==> src/rtl/mem_byte_lane_ctrl_if.sv <==
// ----------------------------------------------------------------------------
// mem_byte_lane_ctrl_if
//
// CPU-side load/store bus of mem_byte_lane_ctrl.
//   master modport : the CPU (drives the request, receives busy/ack/data)
//   slave modport  : the lane controller
//
// Signals:
//   mem_enable     request strobe, sampled only while the controller is idle
//   mem_write      1 = store, 0 = load
//   mem_width      0 = byte, 1 = half, 2 = word, 3 = reserved (word)
//   mem_sign_ext   loads only: 1 = sign-extend, 0 = zero-extend
//   mem_addr       byte address
//   mem_wdata      store data, right-justified
//   mem_busy       request in flight
//   mem_ack        one-cycle completion pulse
//   mem_rdata      aligned, extended load data, valid with mem_ack
//   mem_misaligned pulses with mem_ack on a misaligned access
// ----------------------------------------------------------------------------
interface mem_byte_lane_ctrl_if #(
    parameter int unsigned ADDR_WIDTH = 16
) ();

    logic                  mem_enable;
    logic                  mem_write;
    logic [1:0]            mem_width;
    logic                  mem_sign_ext;
    logic [ADDR_WIDTH+1:0] mem_addr;
    logic [31:0]           mem_wdata;
    logic                  mem_busy;
    logic                  mem_ack;
    logic [31:0]           mem_rdata;
    logic                  mem_misaligned;

    modport master (
        output mem_enable,
        output mem_write,
        output mem_width,
        output mem_sign_ext,
        output mem_addr,
        output mem_wdata,
        input  mem_busy,
        input  mem_ack,
        input  mem_rdata,
        input  mem_misaligned
    );

    modport slave (
        input  mem_enable,
        input  mem_write,
        input  mem_width,
        input  mem_sign_ext,
        input  mem_addr,
        input  mem_wdata,
        output mem_busy,
        output mem_ack,
        output mem_rdata,
        output mem_misaligned
    );

endinterface

==> src/rtl/mem_byte_lane_ctrl.sv <==
// ----------------------------------------------------------------------------
// mem_byte_lane_ctrl
//
// Sole driver of four 8-bit single-port RAM lanes (lane k holds byte k of each
// 32-bit word). Turns byte/half/word CPU loads and stores into a shared lane
// word address, replicated lane write data and per-lane write strobes, then
// realigns and sign/zero-extends the read data and returns a one-shot ack.
//
// Optional feature macro: MEM_MISALIGN_CHECK_EN
//   defined   : misaligned half/word accesses write nothing and complete with
//               mem_misaligned = 1 and mem_rdata = 0
//   undefined : mem_misaligned is tied low; half accesses ignore addr[0] and
//               word accesses ignore addr[1:0]
//
// Ports:
//   clk        system clock, all state on the rising edge
//   reset_n    asynchronous active-low reset
//   cpu        CPU load/store bus (mem_byte_lane_ctrl_if.slave)
//   lane_addr  word address shared by all lanes
//   lane_din   lane k write data on lane_din[8k+7:8k]
//   lane_we    per-lane write enable
//   lane_dout  lane k read data on lane_dout[8k+7:8k]
// ----------------------------------------------------------------------------
module mem_byte_lane_ctrl #(
    parameter int unsigned ADDR_WIDTH = 16
) (
    input  logic                   clk,
    input  logic                   reset_n,
    mem_byte_lane_ctrl_if.slave    cpu,
    output logic [ADDR_WIDTH-1:0]  lane_addr,
    output logic [31:0]            lane_din,
    output logic [3:0]             lane_we,
    input  logic [31:0]            lane_dout
);

    localparam logic [1:0] WidthByte = 2'd0;
    localparam logic [1:0] WidthHalf = 2'd1;
    localparam logic [1:0] WidthWord = 2'd2;

    // StRdAddr: the lanes register the address at the accept edge and present
    // data one cycle after that, so the load result is captured leaving StRdWait.
    typedef enum logic [1:0] {
        StIdle,
        StWrDone,
        StRdAddr,
        StRdWait
    } state_e;

    state_e      state_q, state_d;
    logic        ready_q, ready_d;
    logic        busy_q, busy_d;
    logic        ack_q, ack_d;
    logic        mis_out_q, mis_out_d;
    logic [31:0] rdata_q, rdata_d;
    logic [1:0]  off_q, off_d;
    logic [1:0]  width_q, width_d;
    logic        sext_q, sext_d;
    logic        mis_q, mis_d;

    logic [1:0]  width_eff;
    logic [1:0]  addr_lo;
    logic [1:0]  offset;
    logic        misaligned;
    logic [3:0]  byte_mask;
    logic        accept;
    logic [31:0] shifted;
    logic [31:0] load_data;

    // ------------------------------------------------------------------------
    // Request decode and combinational lane drive
    // ------------------------------------------------------------------------
    always_comb begin
        width_eff = (cpu.mem_width == 2'd3) ? WidthWord : cpu.mem_width;
        addr_lo   = cpu.mem_addr[1:0];

`ifdef MEM_MISALIGN_CHECK_EN
        misaligned = ((width_eff == WidthHalf) && addr_lo[0]) ||
                     ((width_eff == WidthWord) && (addr_lo != 2'b00));
        offset     = addr_lo;
`else
        misaligned = 1'b0;
        // Force natural alignment by dropping the low address bits.
        case (width_eff)
            WidthByte: offset = addr_lo;
            WidthHalf: offset = {addr_lo[1], 1'b0};
            default:   offset = 2'b00;
        endcase
`endif

        case (width_eff)
            WidthByte: byte_mask = 4'b0001 << offset;
            WidthHalf: byte_mask = offset[1] ? 4'b1100 : 4'b0011;
            default:   byte_mask = 4'b1111;
        endcase

        case (width_eff)
            WidthByte: lane_din = {4{cpu.mem_wdata[7:0]}};
            WidthHalf: lane_din = {2{cpu.mem_wdata[15:0]}};
            default:   lane_din = cpu.mem_wdata;
        endcase

        // ready_q keeps the lanes write-free through the first edge after reset.
        accept    = cpu.mem_enable && ready_q && (state_q == StIdle);
        lane_we   = (accept && cpu.mem_write && !misaligned) ? byte_mask : 4'b0000;
        lane_addr = cpu.mem_addr[ADDR_WIDTH+1:2];
    end

    // ------------------------------------------------------------------------
    // Load realignment from the latched access attributes
    // ------------------------------------------------------------------------
    always_comb begin
        shifted = lane_dout >> {off_q, 3'b000};
        case (width_q)
            WidthByte: load_data = {{24{sext_q & shifted[7]}}, shifted[7:0]};
            WidthHalf: load_data = {{16{sext_q & shifted[15]}}, shifted[15:0]};
            default:   load_data = shifted;
        endcase
    end

    // ------------------------------------------------------------------------
    // Next state
    // ------------------------------------------------------------------------
    always_comb begin
        state_d   = state_q;
        ready_d   = 1'b1;
        ack_d     = 1'b0;
        mis_out_d = 1'b0;
        rdata_d   = rdata_q;
        off_d     = off_q;
        width_d   = width_q;
        sext_d    = sext_q;
        mis_d     = mis_q;

        case (state_q)
            StIdle: begin
                if (accept) begin
                    off_d   = offset;
                    width_d = width_eff;
                    sext_d  = cpu.mem_sign_ext;
                    mis_d   = misaligned;
                    // Misaligned loads never touch the lanes, so they take the
                    // short store path.
                    state_d = (cpu.mem_write || misaligned) ? StWrDone : StRdAddr;
                end
            end
            StWrDone: begin
                state_d   = StIdle;
                ack_d     = 1'b1;
                mis_out_d = mis_q;
                if (mis_q) begin
                    rdata_d = '0;
                end
            end
            StRdAddr: begin
                state_d = StRdWait;
            end
            StRdWait: begin
                state_d = StIdle;
                ack_d   = 1'b1;
                rdata_d = load_data;
            end
            default: begin
                state_d = StIdle;
            end
        endcase

        busy_d = (state_d != StIdle);
    end

    // ------------------------------------------------------------------------
    // State and registered outputs
    // ------------------------------------------------------------------------
    always_ff @(posedge clk or negedge reset_n) begin
        if (!reset_n) begin
            state_q   <= StIdle;
            ready_q   <= 1'b0;
            busy_q    <= 1'b0;
            ack_q     <= 1'b0;
            mis_out_q <= 1'b0;
            rdata_q   <= '0;
            off_q     <= 2'b00;
            width_q   <= WidthByte;
            sext_q    <= 1'b0;
            mis_q     <= 1'b0;
        end else begin
            state_q   <= state_d;
            ready_q   <= ready_d;
            busy_q    <= busy_d;
            ack_q     <= ack_d;
            mis_out_q <= mis_out_d;
            rdata_q   <= rdata_d;
            off_q     <= off_d;
            width_q   <= width_d;
            sext_q    <= sext_d;
            mis_q     <= mis_d;
        end
    end

    assign cpu.mem_busy       = busy_q;
    assign cpu.mem_ack        = ack_q;
    assign cpu.mem_rdata      = rdata_q;
    assign cpu.mem_misaligned = mis_out_q;

endmodule
==> src/flat_wrapper.sv <==
// flat-port wrapper written by rule: the top's interface ports become plain ports
module mem_byte_lane_ctrl_flat 
#(
    parameter int unsigned ADDR_WIDTH = 16
)
  (clk, reset_n, lane_addr, lane_din, lane_we, lane_dout, cpu_mem_enable, cpu_mem_write, cpu_mem_width, cpu_mem_sign_ext, cpu_mem_addr, cpu_mem_wdata, cpu_mem_busy, cpu_mem_ack, cpu_mem_rdata, cpu_mem_misaligned);
  mem_byte_lane_ctrl_if #(.ADDR_WIDTH(ADDR_WIDTH)) cpu_i ();
  input  logic clk;
  input  logic reset_n;
  output logic [ADDR_WIDTH-1:0] lane_addr;
  output logic [31:0] lane_din;
  output logic [3:0] lane_we;
  input  logic [31:0] lane_dout;
  input wire logic [$bits(cpu_i.mem_enable)-1:0] cpu_mem_enable;
  input wire logic [$bits(cpu_i.mem_write)-1:0] cpu_mem_write;
  input wire logic [$bits(cpu_i.mem_width)-1:0] cpu_mem_width;
  input wire logic [$bits(cpu_i.mem_sign_ext)-1:0] cpu_mem_sign_ext;
  input wire logic [$bits(cpu_i.mem_addr)-1:0] cpu_mem_addr;
  input wire logic [$bits(cpu_i.mem_wdata)-1:0] cpu_mem_wdata;
  output wire logic [$bits(cpu_i.mem_busy)-1:0] cpu_mem_busy;
  output wire logic [$bits(cpu_i.mem_ack)-1:0] cpu_mem_ack;
  output wire logic [$bits(cpu_i.mem_rdata)-1:0] cpu_mem_rdata;
  output wire logic [$bits(cpu_i.mem_misaligned)-1:0] cpu_mem_misaligned;
  assign cpu_i.mem_enable = cpu_mem_enable;
  assign cpu_i.mem_write = cpu_mem_write;
  assign cpu_i.mem_width = cpu_mem_width;
  assign cpu_i.mem_sign_ext = cpu_mem_sign_ext;
  assign cpu_i.mem_addr = cpu_mem_addr;
  assign cpu_i.mem_wdata = cpu_mem_wdata;
  assign cpu_mem_busy = cpu_i.mem_busy;
  assign cpu_mem_ack = cpu_i.mem_ack;
  assign cpu_mem_rdata = cpu_i.mem_rdata;
  assign cpu_mem_misaligned = cpu_i.mem_misaligned;
  mem_byte_lane_ctrl #(.ADDR_WIDTH(ADDR_WIDTH)) u_core (.clk(clk), .reset_n(reset_n), .cpu(cpu_i), .lane_addr(lane_addr), .lane_din(lane_din), .lane_we(lane_we), .lane_dout(lane_dout));
endmodule
==> config.mk <==
export PLATFORM = sky130hd
export DESIGN_NAME = mem_byte_lane_ctrl_flat
export DESIGN_NICKNAME = d
export VERILOG_FILES = /design/src/rtl/mem_byte_lane_ctrl_if.sv /design/src/rtl/mem_byte_lane_ctrl.sv /design/src/flat_wrapper.sv
export SDC_FILE = /design/constraint.sdc
export NUM_CORES = 1
export LEC_CHECK = 0
export BUFFER_PORTS_ARGS = -buffer_cell sky130_fd_sc_hd__buf_4
export CORE_AREA = 2 2 67 100
export CTS_CLUSTER_DIAMETER = 50
export DETAILED_ROUTE_END_ITERATION = 10
export DIE_AREA = 0 0 69 102
export MAX_ROUTING_LAYER = met4
export PLACE_DENSITY = 0.91
export SYNTH_ARGS = -nofsm -noshare
export SYNTH_HDL_FRONTEND = slang
export SYNTH_SLANG_ARGS = --single-unit
==> constraint.sdc <==
create_clock -name clk -period 2.87 [get_ports clk]
set_input_delay 0.4305 -clock clk [delete_from_list [all_inputs] [get_ports clk]]
set_output_delay 0.4305 -clock clk [all_outputs]
set_load 0.05 [all_outputs]
# After elaboration in Yosys (flattened, before gate mapping)

Index checks and enable logic that the tools add are counted.

Bits in registers: 42
Output and inout port bits: 87
Word-level logic and storage cells: 42

Equality and inequality tests: 6
Shift-type cells: 2
Mux-type cells: 12
Bitwise operators: 3
Reduce and logical (&&, ||, !) cells: 11

Operators with widths:

| cell                | number |
|---|---|
| $pmux 32 s2         | 2 |
| $mux 32             | 1 |
| $shr 32x5->32       | 1 |
| $mux 4              | 2 |
| $pmux 4 s2          | 1 |
| $eq 2x1->1 const B  | 3 |
| $eq 2x2->1 const B  | 3 |
| $logic_not 2->1     | 3 |
| $mux 2              | 3 |
| $pmux 2 s3          | 1 |
| $pmux 2 s2          | 1 |
| $reduce_and 2->1    | 2 |
| $reduce_bool 2->1   | 2 |
| $shl 1x2->4 const A | 1 |
| $logic_and 1x1->1   | 3 |
| $and 1x1->1         | 2 |
| $reduce_or 2->1     | 1 |
| $mux 1              | 1 |
| $not 1->1           | 1 |

# Depth between registers and ports, before layout

Word-level depth: 7
Depth in mapped cells: 5

# Least setup slack after synthesis

Ideal clock, no wire load.

Path type: input port to output port
From: input cpu_mem_width[1]
To: output lane_we[3]
Data arrival time: 2.322 ns
Setup slack: 0.117 ns
Stages on the path: 4
Cells stage by stage: clkbuf_1 > clkbuf_1 > nor2_1 > a211oi_1

Cells in the longest elaborated chain, start to end: 7
Elaborated cells on any way between the ends: 9
Classes of those cells: eq/ne: 2; shift: 1; mux: 5; reduce/logical: 1

RTL lines:

| element                                              | RTL line                                           | RTL |
|---|---|---|
| start, declared                                      | flat_wrapper.sv:16                                 | `input wire logic [$bits(cpu_i.mem_width)-1:0] cpu_mem_width;` |
| $eq 2x2->1                                           | mem_byte_lane_ctrl.sv:73                           | `width_eff = (cpu.mem_width == 2'd3) ? WidthWord : cpu.mem_width;` |
| $mux 2 *                                             | mem_byte_lane_ctrl.sv:73                           |  |
| $eq 2x1->1 / $logic_not 2->1 (equally long branches) | mem_byte_lane_ctrl.sv:83, mem_byte_lane_ctrl.sv:90 |  |
| $pmux 2 s2                                           | mem_byte_lane_ctrl.sv:83                           | `case (width_eff)` |
| $mux 4 / $shl 1x2->4 (equally long branches)         | mem_byte_lane_ctrl.sv:92, mem_byte_lane_ctrl.sv:91 |  |
| $pmux 4 s2 *                                         | mem_byte_lane_ctrl.sv:90                           | `case (width_eff)` |
| $mux 4 *                                             | mem_byte_lane_ctrl.sv:104                          | `lane_we = (accept && cpu.mem_write && !misaligned) ? byte_mask : 4'b0000;` |
| end, declared                                        | flat_wrapper.sv:12                                 | `output logic [3:0] lane_we;` |

Mark *: on every way between the ends. The rest lies on a longest branch, timed or not.

# Worst setup path after layout

From: register u_core.state_q[0]
To: output lane_we[2]

Cells in the longest elaborated chain, start to end: 4

RTL lines:

| element                | RTL line                  | RTL |
|---|---|---|
| start, declared        | mem_byte_lane_ctrl.sv:49  | `state_e state_q, state_d;` |
| start signal, assigned | mem_byte_lane_ctrl.sv:175 | `state_q <= StIdle;` |
| start signal, assigned | mem_byte_lane_ctrl.sv:186 | `state_q <= state_d;` |
| $logic_not 2->1        | mem_byte_lane_ctrl.sv:103 | `accept = cpu.mem_enable && ready_q && (state_q == StIdle);` |
| $logic_and 1x1->1      | mem_byte_lane_ctrl.sv:103 |  |
| $logic_and 1x1->1      | mem_byte_lane_ctrl.sv:104 |  |
| $mux 4                 | mem_byte_lane_ctrl.sv:104 |  |

No other way between the ends.

==> qor.csv <==
stage;metric;value;unit
timing;crit path time final;2.318;ns
cts;clk buf depth;2;
grt;gr busiest metal;met2;
grt;largest net degree at the start of global routing;43;
timing;Final setup viols;0;
setup_path;Setup CP Type;flip-flop to output pin;
synth;main combinational cell family by area after synthesis;multiplexers;
detailed_routing;drt first pass iters;4;
setup_path;r2r setup slk;0.89;ns
floorplan;Starting Density;0.4486;
grt;met2 GRT Util;0.4689;
placement;GP Congestion;0.8854;
detailed_routing;vias;2567;
timing;unrepaired setup endpoints after global routing;no;
worst_hold_path;Hold Path Class;input port to asynchronous set/reset pin;
layout;Layout Cells excl Fill;464;
grt;met1 Usage GRT;0.2331;
cts;setup repair bufs after CTS;0;
timing;hold violation total from the final report;0;
timing;final setup TNS;0;ns
cts;clk sinks;42;
grt;vias in the first global route;2663;
detailed_routing;Routed Antenna Nets;0;
timing;Min Hold Slack;0.09837;ns
timing;Final Skew;0.008827;ns
setup_path;critical path cell sequence;nand4bb_1, buf_4, or2_2, nor3b_1, buf_4;
synth;synth warn;0;
setup_path;startpoint types;flip-flop;
floorplan;die area;7038;um2
status;status;complete, no violations;
cts;TritonCTS buffer count;5;
setup_path;Critical path origin;u_core.state_q[0];
layout;Inserted Diodes;0;
grt;initial antenna violation count;0;
cts;CTS H-Tree Depth;2;
setup_path;R2R Path Start;u_core.off_q[1];
layout;layout cells sized above 1;0.5154;
placement;Post-DP HPWL;6851;um
timing;Rel. slew slack;0.3555;
cts;Post-CTS Resized;0;
synth;Mapped Avg Cell Area;9.857;um2
grt;global-route wire length before repair;13000;um
detailed_routing;Routed WL;8615;um
setup_path;CP max-delay cell;dfrtp_1;
layout;Syn-to-layout area delta;38.90;%
setup_path;Worst Setup EP;lane_we[2];
layout;Filler cells;512;
setup_path;CP Data Arrival Time;1.89;ns
timing;Max Freq;431.3;MHz
setup_path;CP Capture Type;output pin;
grt;GR Util met3;0.03748;
grt;total grt overflow;0;
run;maxcap violations;0;
detailed_routing;WL/cell;18.57;um
power_and_ir_drop;Power Density;1008;nW/um2
floorplan;die width;69;um
setup_path;cell mode on critical path;buf_4;
detailed_routing;DRC viols;0;
synth;post-synthesis mux area share;0.2461;
layout;nets@finish;478;
floorplan;I/O pin count;176;
cts;clk root buf;clkbuf_8;
detailed_routing;First DRT Iteration DRCs;87;
synth;xor/xnor share of the synthesized area;0.003185;
setup_path;crit-path max cell delay;0.42;ns
synth;Net Count, Synth;368;
placement;Cell Count Post-Placement;456;
timing;final period utilization;0.8078;
synth;Simple-Gate Fraction of Synth Area;0.1015;
cts;# hold bufs at CTS;0;
placement;# port buffers;142;
synth;post-synth cell types;36;
setup_path;Worst EP required;2.44;ns
cts;CTS tree;built;
synth;Synth Instances;279;
cts;clk_lat worst skew;0.30;ns
synth;post-synthesis compound-gate area fraction;0.1615;
timing;Pins Over Slew Limit;0;
floorplan;Die H;102;um
power_and_ir_drop;Leak Pwr;1.855;nW
setup_path;CP Max Fanout;12;
power_and_ir_drop;Peak supply drop;0.0003752;V
floorplan;Core Area;6131;um2
synth;Seq/Total Area, Yosys;0.3822;
synth;adder-cell area share of the yosys netlist;0;
setup_path;worst reg2reg path endpoint;u_core.cpu.mem_rdata[11];
grt;Global Route Usage Sum;0.2413;
synth;post-synthesis cell area;2750;um2
floorplan;Core Rows;35;
setup_path;R2R cell count;4;
cts;CTS clk-pin slew, worst paths;0.09;ns
synth;number of synthesized register bits;42;
timing;Slew @ Worst Pin;0.9667;ns
detailed_routing;Vias/cell;5.532;
cells in the mapped netlist:
cell       instances  area share
and2b_1            1      0.0027
buf_4             25       0.068
xor2_1             1      0.0032
nand3b_1           1      0.0027
a211oi_1           1      0.0027
and4b_1            1      0.0036
a311oi_1           7       0.022
o21ai_0           33       0.060
nand2_1           32       0.044
a221o_1            1      0.0036
o2bb2ai_1          1      0.0032
buf_1              1      0.0014
nor2_2             1      0.0023
nor2b_1            2      0.0045
o31ai_1            1      0.0027
a22oi_1            8       0.022
mux4_2             1      0.0082
a21oi_1            2      0.0036
nor2_1            10       0.014
clkbuf_1          14       0.019
inv_2              1      0.0014
nand4bb_1          1      0.0041
a32oi_1            8       0.025
mux2i_1           26       0.095
a2111oi_4          1       0.010
inv_1              4      0.0055
and2_1             1      0.0023
dfrtp_1           42        0.38
buf_2              4      0.0073
conb_1             2      0.0027
nand2b_1           1      0.0023
o311ai_2           1      0.0059
mux2_2            35        0.14
nor3b_1            1      0.0027
and4_1             1      0.0032
or2_2              6       0.014
cells in the final DEF, fill, tap and decap left out, drive strengths merged, types with 5 or more instances in the layout:
| cell | count |
|---|---|
| a22oi | 8 |
| a311oi | 7 |
| a32oi | 8 |
| buf | 147 |
| clkbuf | 5 |
| dfrtp | 42 |
| inv | 5 |
| mux2 | 35 |
| mux2i | 26 |
| nand2 | 32 |
| nor2 | 11 |
| o21ai | 33 |
| or2 | 6 |
report_power, final:
part           total [mW]  internal (mW)  leakage [nW]  switching, mW
Combinational        2.26          0.772          1.26           1.49
Clock               0.558          0.349        0.0683          0.209
Sequential           1.03          0.847         0.523          0.187
critical path, delay by kind of cell, from the launching register on:
kind / cells / cell delay [ns]
buf+inv: 2 / 0.41
flops: 1 / 0.42
simple gates: 3 / 0.75
per-layer routing:
| layer | part of all wire | routed length (um) | vias up |
|---|---|---|---|
| met5 | 0 | 0 | - |
| met3 | 0.058 | 499 | 23 |
| met1 | 0.33 | 2882 | 1233 |
| li1 | - | - | 1195 |
| met2 | 0.57 | 4917 | 116 |
| met4 | 0.037 | 316 | 0 |
worst min path at each step:
stage                                 start                 endpoint  slack, ns  depth (start not counted)
after global placement    u_core.state_q[0]       u_core.cpu.mem_ack       0.43                          0
after global routing                reset_n  u_core.cpu.mem_rdata[5]       0.13                          1
after CTS                           reset_n  u_core.cpu.mem_rdata[5]       0.12                          1
after floorplan                     reset_n       u_core.cpu.mem_ack       0.13                          0
after detailed placement  u_core.state_q[0]       u_core.cpu.mem_ack       0.44                          0
final                               reset_n  u_core.cpu.mem_rdata[5]        0.1                          1
through the flow:
stage	instance area [um2]	setup slack, ns	util	power (mW)
after floorplan	2750	0.1174	-	2.645
after global placement	3682	0.7527	0.6006	3.242
after detailed placement	3682	0.7228	0.6006	3.311
after CTS	3820	0.5264	0.6231	3.875
after global routing	3820	0.4416	0.6231	4.034
final	3820	0.5516	0.6231	3.850
state kept, by name (all words and copies together), names as in the netlist:
| signal | flops |
|---|---|
| u_core.cpu.mem_ack | 1 |
| u_core.cpu.mem_busy | 1 |
| u_core.cpu.mem_rdata | 32 |
| u_core.off_q | 2 |
| u_core.ready_q | 1 |
| u_core.sext_q | 1 |
| u_core.state_q | 2 |
| u_core.width_q | 2 |
final cells by class:
| class | instances | area (um2) | area share |
|---|---|---|---|
| multi-input cells | 188 | 1416 | 0.3708 |
| clock buffers | 5 | 68.82 | 0.01802 |
| clock inverters | 3 | 68.82 | 0.01802 |
| flip-flops and latches | 42 | 1051 | 0.2751 |
| repair buffers | 147 | 1104 | 0.2889 |
| well taps | 74 | 92.59 | 0.02424 |
| inverters | 5 | 18.77 | 0.004913 |
kinds of logic (layout without fill, tap and decap cells):
group,count (synthesis),in the layout
multiplexers,62,62
buffers and inverters,49,160
other,2,2
flip-flops,42,42
XOR/XNOR,1,1
AND/OR/NAND/NOR,59,59
AO/OA/AOI/OAI,64,64
Power figures use the tool's default switching activity.
